--- config.mk ---
export PLATFORM = sky130hd
export DESIGN_NAME = mem_port_arbiter
export DESIGN_NICKNAME = d
export VERILOG_FILES = /design/src/rtl/mem_port_arbiter.sv
export SDC_FILE = /design/constraint.sdc
export NUM_CORES = 1
export LEC_CHECK = 0
export BUFFER_PORTS_ARGS = -buffer_cell sky130_fd_sc_hd__buf_4
export CORE_AREA = 5 5 106 108
export CTS_CLUSTER_DIAMETER = 50
export DETAILED_ROUTE_END_ITERATION = 8
export DIE_AREA = 0 0 111 113
export PLACE_DENSITY = 0.83
export SETUP_SLACK_MARGIN = 0.1
export SYNTH_ARGS = -nofsm -noshare
export SYNTH_HDL_FRONTEND = slang
export SYNTH_SLANG_ARGS = --single-unit
--- constraint.sdc ---
create_clock -name clk -period 2.92 [get_ports clk]
set_input_delay 0.584 -clock clk [delete_from_list [all_inputs] [get_ports clk]]
set_output_delay 0.584 -clock clk [all_outputs]
set_load 0.01 [all_outputs]
--- src/rtl/mem_port_arbiter.sv ---
// Purpose : shares one single-ported memory between the IF fetch port and the MEM load/store port.
// Latency : accept in cycle 0, mem_req_o in cycle 1, rvalid in cycle 2 (immediate gnt/rvalid), IDLE in cycle 3.
// Backpressure: one transaction outstanding; requesters hold req until gnt; memory stalls via mem_gnt_i / mem_rvalid_i.
// Ports: clk/rst (async active-high); flush_i; if_* fetch port; d_* load/store port;
//        mem_* registered memory request side plus mem_gnt_i/mem_rvalid_i/mem_rdata_i; busy_o = not IDLE.
module mem_port_arbiter #(
  parameter int ADDR_WIDTH   = 32,
  parameter int DATA_WIDTH   = 32,
  parameter int STARVE_LIMIT = 4
) (
  input  logic                    clk,
  input  logic                    rst,
  input  logic                    flush_i,
  input  logic                    if_req_i,
  input  logic [ADDR_WIDTH-1:0]   if_addr_i,
  output logic                    if_gnt_o,
  output logic                    if_rvalid_o,
  output logic [DATA_WIDTH-1:0]   if_rdata_o,
  input  logic                    d_req_i,
  input  logic                    d_we_i,
  input  logic [DATA_WIDTH/8-1:0] d_be_i,
  input  logic [ADDR_WIDTH-1:0]   d_addr_i,
  input  logic [DATA_WIDTH-1:0]   d_wdata_i,
  output logic                    d_gnt_o,
  output logic                    d_rvalid_o,
  output logic [DATA_WIDTH-1:0]   d_rdata_o,
  output logic                    mem_req_o,
  output logic                    mem_we_o,
  output logic [DATA_WIDTH/8-1:0] mem_be_o,
  output logic [ADDR_WIDTH-1:0]   mem_addr_o,
  output logic [DATA_WIDTH-1:0]   mem_wdata_o,
  input  logic                    mem_gnt_i,
  input  logic                    mem_rvalid_i,
  input  logic [DATA_WIDTH-1:0]   mem_rdata_i,
  output logic                    busy_o
);

  localparam int BE_W = DATA_WIDTH / 8;
  localparam int SW   = $clog2(STARVE_LIMIT + 1);

  typedef enum logic [1:0] {IDLE, REQ, RSP} state_t;

  state_t          state_q, state_d;
  logic [SW-1:0]   streak_q, streak_d;
  logic            squash_q, squash_d;
  logic            owner_d_q;          // 1: data port owns the transaction, 0: fetch port
  logic            starve;
  logic            fetch_ok;
  logic            grant_f, grant_d;
  logic            rsp_take;

  // Grants are combinational from the requests; gating with rst keeps the
  // gnt pulses quiet while reset is held even though state is already IDLE.
  assign fetch_ok = if_req_i & ~flush_i;
  assign starve   = (streak_q == SW'(STARVE_LIMIT));
  assign grant_f  = ~rst & (state_q == IDLE) & fetch_ok & (~d_req_i | starve);
  assign grant_d  = ~rst & (state_q == IDLE) & d_req_i & ~grant_f;

  assign if_gnt_o = grant_f;
  assign d_gnt_o  = grant_d;
  assign busy_o   = (state_q != IDLE);

  // Response is routed in the same cycle it arrives. A flush coinciding with
  // the response is also honoured so a wrong-path word never leaks out.
  assign rsp_take    = (state_q == RSP) & mem_rvalid_i;
  assign if_rvalid_o = rsp_take & ~owner_d_q & ~squash_q & ~flush_i;
  assign if_rdata_o  = if_rvalid_o ? mem_rdata_i : '0;
  assign d_rvalid_o  = rsp_take & owner_d_q;
  assign d_rdata_o   = d_rvalid_o ? mem_rdata_i : '0;

  always_comb begin
    state_d  = state_q;
    streak_d = streak_q;
    squash_d = squash_q;

    case (state_q)
      IDLE: begin
        if (grant_f) begin
          state_d  = REQ;
          streak_d = '0;
        end else if (grant_d) begin
          state_d = REQ;
          if (if_req_i) begin
            streak_d = starve ? streak_q : streak_q + SW'(1);
          end else begin
            streak_d = '0;
          end
        end
      end
      REQ: begin
        // gnt together with rvalid still lands in RSP; the response is
        // only taken from RSP so the same-cycle rvalid is dropped.
        if (mem_gnt_i) state_d = RSP;
      end
      RSP: begin
        if (mem_rvalid_i) state_d = IDLE;
      end
      default: state_d = IDLE;
    endcase

    if ((state_q != IDLE) && flush_i && !owner_d_q) squash_d = 1'b1;
    if (state_d == IDLE) squash_d = 1'b0;
  end

  always_ff @(posedge clk or posedge rst) begin
    if (rst) begin
      state_q  <= IDLE;
      streak_q <= '0;
      squash_q <= 1'b0;
    end else begin
      state_q  <= state_d;
      streak_q <= streak_d;
      squash_q <= squash_d;
    end
  end

  // Request-side registers: loaded on accept, held through REQ/RSP. Fetches
  // always read a full word.
  always_ff @(posedge clk or posedge rst) begin
    if (rst) begin
      owner_d_q   <= 1'b0;
      mem_req_o   <= 1'b0;
      mem_we_o    <= 1'b0;
      mem_be_o    <= '0;
      mem_addr_o  <= '0;
      mem_wdata_o <= '0;
    end else begin
      if (grant_d) begin
        owner_d_q   <= 1'b1;
        mem_req_o   <= 1'b1;
        mem_we_o    <= d_we_i;
        mem_be_o    <= d_be_i;
        mem_addr_o  <= d_addr_i;
        mem_wdata_o <= d_wdata_i;
      end else if (grant_f) begin
        owner_d_q   <= 1'b0;
        mem_req_o   <= 1'b1;
        mem_we_o    <= 1'b0;
        mem_be_o    <= {BE_W{1'b1}};
        mem_addr_o  <= if_addr_i;
        mem_wdata_o <= '0;
      end else if ((state_q == REQ) && mem_gnt_i) begin
        mem_req_o <= 1'b0;
      end
    end
  end

endmodule
==> results of run 1 <==
## power groups by stage
stage	combinational, µW	clock [µW]	sequential [µW]
after CTS	2040	901	1820
after detailed placement	2040	0	1830
after floorplan	733	0	2000
after global routing	2180	950	1880
final	2000	869	1830
after global placement	1980	0	1820
## logic make-up (layout without fill, tap and decap cells)
kind of cell | Yosys count | count (layout) | synth area share
buffers and inverters | 85 | 358 | 0.09809
adders and majority gates | 2 | 2 | 0.006695
and+or+nand+nor | 117 | 117 | 0.1882
muxes | 1 | 1 | 0.003013
AOI/OAI and AO/OA | 82 | 82 | 0.1885
DFF | 77 | 77 | 0.5156
## state kept, by name, indices dropped and copies added (netlist names)
name         cells
mem_addr_o      32
mem_be_o         4
mem_req_o        1
mem_wdata_o     32
mem_we_o         1
owner_d_q        1
squash_q         1
state_q          2
streak_q         3
## final cells by class
cell class | count | area [µm²] | area share
clock buffer | 10 | 127.6 | 0.02073
clock inverter | 6 | 86.33 | 0.01402
inverter | 57 | 227.7 | 0.03698
multi-input combinational | 202 | 1466 | 0.2382
sequential | 77 | 1927 | 0.3129
tap | 136 | 170.2 | 0.02764
timing repair buffer | 285 | 2152 | 0.3495
## critical path: stages (launching register included)
cell	delay, ns
dfrtp_1	0.45
or4b_1	0.55
or2_1	0.39
clkinv_8	0.19
buf_4	0.15
## worst paths after layout
path	start	endpoint
setup reg to reg	state_q[1]	mem_addr_o[28]
max in group asynchronous	rst	mem_addr_o[20]
setup / recovery	state_q[1]	d_gnt_o
min in group clk	mem_gnt_i	state_q[0]
hold reg to reg	mem_req_o	mem_req_o
hold / removal	rst	mem_be_o[0]
## layout by cell type, fill, tap and decap left out, types with 6 or more instances in the layout
cell type  count
a221o_1        6
a221oi_1      25
a22o_1        34
and2_1        64
buf_4        284
clkbuf_8       9
dfrtp_1       77
inv_1         55
nor3_1        26
nor3b_1        6
## metal layers
layer  vias to the layer above  track usage  part of all wire
met2                       162       0.3471              0.50
met3                        19      0.06043             0.077
met5                         -            0                 0
li1                       1790            -                 -
met4                         0      0.06076             0.013
met1                      1797       0.2571              0.40
## synthesized netlist by cell type (2+ instances only)
cell,count
and2_1,64
a221oi_1,25
nor3b_1,6
a31oi_1,2
inv_1,56
dfrtp_1,77
nor3_1,27
nor2_1,2
nand2_1,4
nand2b_1,2
nand3b_1,3
buf_2,4
ha_1,2
clkbuf_1,20
o22a_1,4
a22o_1,34
buf_6,4
nor2b_1,2
a221o_1,6
## through the flow
stage               worst slack, ns  utilization  area, µm²  cells  hold WS, ns
global placement             0.4381       0.5862       5943    757       0.4766
global route                 0.1687       0.6073       6157    773       0.1560
CTS                          0.2399       0.6073       6157    773       0.1399
floorplan                    0.3693            -       3737    364       0.5000
detailed placement           0.4098       0.5862       5943    757       0.4753
finish                       0.2655       0.6073       6157    773       0.1617
==> results.md, run 1 <==
* Outcome: finished, final reports clean
* Worst setup SP type: flip-flop
* Final Hold Viols at 0
* Synth area leaders: dfrtp_1 52%, and2_1 11%, a22o_1 8.0%
* Seq/Total Area, Yosys at 0.5156
* First-pass GRT wire length at 21080 µm
* Buffers on Ports at 278
* Min Clock Period, post-route at 2.655 ns
* Chip Width at 111 µm
* Inserted Diodes at 0
* Setup TNS at 0 ns
* Yosys cell types at 39
* Flop pwr share at 0.389
* Final Slew Violations at 0
* Actual slew at the worst max-slew pin at 0.7182 ns
* DR iter-0 viols at 235
* Final period utilization at 0.9091
* Ys Warns at 0
* Leakage Power at 0.003289 µW
* Layout cell share with drive strength beyond 1 at 0.4835
* Number of routed nets with antenna violations at 0
* Clock tree buffer depth at 2
* R2R cell count at 4
* Drt first pass iters at 5
* Total number of vias at 3768
* Post-CTS Resized at 0
* Post-Route WL at 13250 µm
* Max-slew headroom at 0.5212
* Crit path max fanout at 34
* Post-synth EDFFs at 0
* Sw frac at 0.3343
* Worst-Skew Late Latency at 0.34 ns
* Vias in the first global route at 3977
* Dpl hpwl at 10120 µm
* Cell internal pwr at 3129 µW
* Cell Area, Synth at 0.003737 mm²
* Clock root buffer: clkbuf_8
* RSZ-0062 raised after global routing: false
* Post-synth ARST share at 1.000
* Max_cap viols at 0
* Share of the synthesized area in the top cell type at 0.5156
* Clock power share at 0.185
* Synth area leader: dfrtp_1
* Congestion Overflow GR at 0
* Sw power at 1571 µW
* Worst R2R Setup Slack at 0.83 ns
* Overall Global Routing Usage at 0.2058
* Post-Syn Instances at 364
* Fin nets at 774
* Starting density of the core at 0.3686
* Worst vdd ir at 0.4918 mV
* H-tree levels at 3
* Worst-path clk slew at 0.08 ns
* Fmax at 376.7 MHz
* Critical path class: flip-flop to output port
* Net Count, Synth at 506
* Pin count of the biggest net entering global routing at 69
* Ys flop type: dfrtp_1
* Core area at 0.01014 mm²
* Final GP Congestion at 0.8761
* Crit path DAT at 2.07 ns
* I/O pins at 279
* Worst endpoint required time at 2.34 ns
* Fillers at 842
* Synthesized flop and latch total at 77
* Avg Inst Size Synth at 10.27 µm²
* # hold bufs at CTS at 0
* CTS Buf Count at 9
* Setup Fix Bufs, Post-CTS at 0
* DIE AREA at 0.01254 mm²
* Die Span Y at 113 µm
* Standard-cell rows at 37
* Comb power frac at 0.426
* Tot Pwr at 4701 µW
* CTS tree: yes
* Hold crit path type: primary input to asynchronous set/reset pin
* Initial antenna violation count at 0
* Clk_skew at 0.01025 ns
* CP Capture Type: output port
* Via-per-instance ratio at 4.875
* Drt wl/cell at 17.14 µm
* Area Growth Syn to Fin at 64.75%
* Clock Sinks at 77
* Final setup violation count at 0
* Power density cells at 763.4 mW/mm²
* Drc violations at 0
No activity file was read; power rests on OpenSTA's default activity.
==> run 2, diff against run 1 <==
--- a/config.mk
+++ b/config.mk
@@ -6,11 +6,11 @@
 export NUM_CORES = 1
 export LEC_CHECK = 0
 export BUFFER_PORTS_ARGS = -buffer_cell sky130_fd_sc_hd__buf_4
-export CORE_AREA = 5 5 106 108
+export CORE_MARGIN = 5
+export CORE_UTILIZATION = 30
 export CTS_CLUSTER_DIAMETER = 50
 export DETAILED_ROUTE_END_ITERATION = 8
-export DIE_AREA = 0 0 111 113
-export PLACE_DENSITY = 0.83
+export PLACE_DENSITY = 0.71
 export SETUP_SLACK_MARGIN = 0.1
 export SYNTH_ARGS = -nofsm -noshare
 export SYNTH_HDL_FRONTEND = slang
==> constraint.sdc (replaced) <==
create_clock -name clk -period 2.92 [get_ports clk]
set_input_delay 0.292 -clock clk [delete_from_list [all_inputs] [get_ports clk]]
set_output_delay 0.292 -clock clk [all_outputs]
set_load 0.01 [all_outputs]
==> results.md, run 2 (synthesis results as in run 1) <==
* Congestion Overflow GR at 0
* Final Slew Violations at 0
* DR iter-0 viols at 164
* Power density cells at 791.1 mW/mm²
* Comb power frac at 0.403
* H-tree levels at 3
* Crit path DAT at 2.07 ns
* Worst vdd ir at 0.4241 mV
* Crit path max fanout at 34
* I/O pins at 279
* # hold bufs at CTS at 0
* Final Hold Viols at 0
* Initial antenna violation count at 0
* Max-slew headroom at 0.4058
* Hold crit path type: primary input to asynchronous set/reset pin
* CTS Buf Count at 9
* Clk_skew at 0.006929 ns
* First-pass GRT wire length at 20470 µm
* Overall Global Routing Usage at 0.1733
* Sw frac at 0.3319
* Post-CTS Resized at 0
* Max_cap viols at 0
* Pin count of the biggest net entering global routing at 37
* Starting density of the core at 0.3086
* Chip Width at 121.6 µm
* RSZ-0062 raised after global routing: false
* DIE AREA at 0.01479 mm²
* Layout cell share with drive strength beyond 1 at 0.4859
* Worst-Skew Late Latency at 0.33 ns
* Most frequent cells in the layout: 285 x buf_4, 77 x dfrtp_1, 64 x and2_1, 55 x inv_1, 34 x a22o_1
* Fmax at 424.2 MHz
* Largest regs: mem_addr_o: 32 flops, mem_wdata_o: 32 flops, mem_be_o: 4 flops
* Worst-path clk slew at 0.06 ns
* Fin nets at 775
* Worst setup SP type: flip-flop
* CP Capture Type: output port
* Clock root buffer: clkbuf_16
* Drt wl/cell at 16.79 µm
* Drt first pass iters at 5
* Setup Fix Bufs, Post-CTS at 0
* Sw power at 1654 µW
* Commonest non-fill, non-tap cell in the layout: buf_4
* Leakage Power at 0.003340 µW
* Setup TNS at 0 ns
* Final period utilization at 0.8074
* Die Span Y at 121.6 µm
* Outcome: finished, final reports clean
* Post-Route WL at 13550 µm
* Fillers at 1100
* Clock tree buffer depth at 2
* Total number of vias at 3740
* Cell internal pwr at 3330 µW
* CP peak stage delay at 0.56 ns
* Drc violations at 0
* Number of routed nets with antenna violations at 0
* Worst endpoint required time at 2.63 ns
* Worst path slowest cell: or4b_1
* Critical path class: flip-flop to output port
* Dpl hpwl at 10640 µm
* Vias in the first global route at 3829
* Via-per-instance ratio at 4.634
* Worst hold margin at 0.05307 ns
* Buffers on Ports at 278
* Clock power share at 0.229
* Standard-cell rows at 40
* Area Growth Syn to Fin at 68.56%
* Final GP Congestion at 0.8681
* Final setup violation count at 0
* Critical path, cell by cell: or4b_1 -> or2_1 -> clkinv_8 -> buf_4
* Min Clock Period, post-route at 2.358 ns
* Actual slew at the worst max-slew pin at 0.8880 ns
* Core area at 0.01211 mm²
* Flop pwr share at 0.369
* Clock Sinks at 77
* CTS tree: yes
==> run 2: cell count changes in the layout (fill, tap and decap cells not counted), sizes merged <==
cell | before | now
clkbuf | 10 | 9
bufinv | 2 | 1
diode | 0 | 1
clkinv | 4 | 6
buf | 285 | 286
clkinvlp | 1 | 0
inv | 56 | 57
==> run 2: area by class of cell <==
| cell class | count | area, µm² | area share |
|---|---|---|---|
| clock buffer | 9 | 225.2 | 0.03575 |
| sequential | 77 | 1927 | 0.3059 |
| multi-input combinational | 202 | 1466 | 0.2328 |
| timing repair buffer | 286 | 2160 | 0.3428 |
| antenna | 1 | 2.502 | 0.0003972 |
| inverter | 57 | 227.7 | 0.03615 |
| clock inverter | 7 | 81.33 | 0.01291 |
| tap | 168 | 210.2 | 0.03337 |
==> run 2: final timing paths <==
kind / from / to / slack, ns / cells after the start
setup / recovery: state_q[1] / d_gnt_o / 0.56 / 4
hold / removal: rst / streak_q[0] / 0.05 / 2
setup reg to reg: state_q[1] / mem_wdata_o[26] / 0.91 / 4
hold reg to reg: mem_req_o / mem_req_o / 0.50 / 2
max in group asynchronous: rst / owner_d_q / 2.09 / 3
min in group clk: d_wdata_i[25] / mem_wdata_o[25] / 0.17 / 2
==> run 2: power groups by stage <==
stage	logic [µW]	clock network (µW)	registers (µW)
3_3_place_gp	1990	0	1840
6_report	2010	1140	1840
4_1_cts	2040	1180	1840
3_5_place_dp	2050	0	1840
2_1_floorplan	733	0	2000
5_1_grt	2170	1220	1900
==> run 2: stage by stage <==
stage / cell area (µm²) / power, µW / utilization / instances / worst slack, ns
floorplan: 3737 / 2734 / - / 364 / 0.6613
global placement: 5991 / 3830 / 0.4946 / 790 / 0.9597
detailed placement: 5991 / 3883 / 0.4946 / 790 / 0.9001
CTS: 6297 / 5054 / 0.5199 / 806 / 0.5241
global route: 6297 / 5290 / 0.5199 / 806 / 0.4594
finish: 6300 / 4984 / 0.5201 / 807 / 0.5624
==> run 2: routing by layer <==
layer	track usage	vias up	routed length, µm
li1	-	1803	-
met1	0.2260	1788	5704
met2	0.2860	132	6792
met3	0.04457	17	861
met4	0.04762	0	187
met5	0	-	0
==> run 2: critical path, delay by kind of cell (launching register included) <==
| kind | cells | cell delay [ns] |
|---|---|---|
| and+or+nand+nor | 2 | 0.95 |
| DFF | 1 | 0.43 |
| buffers and inverters | 2 | 0.34 |
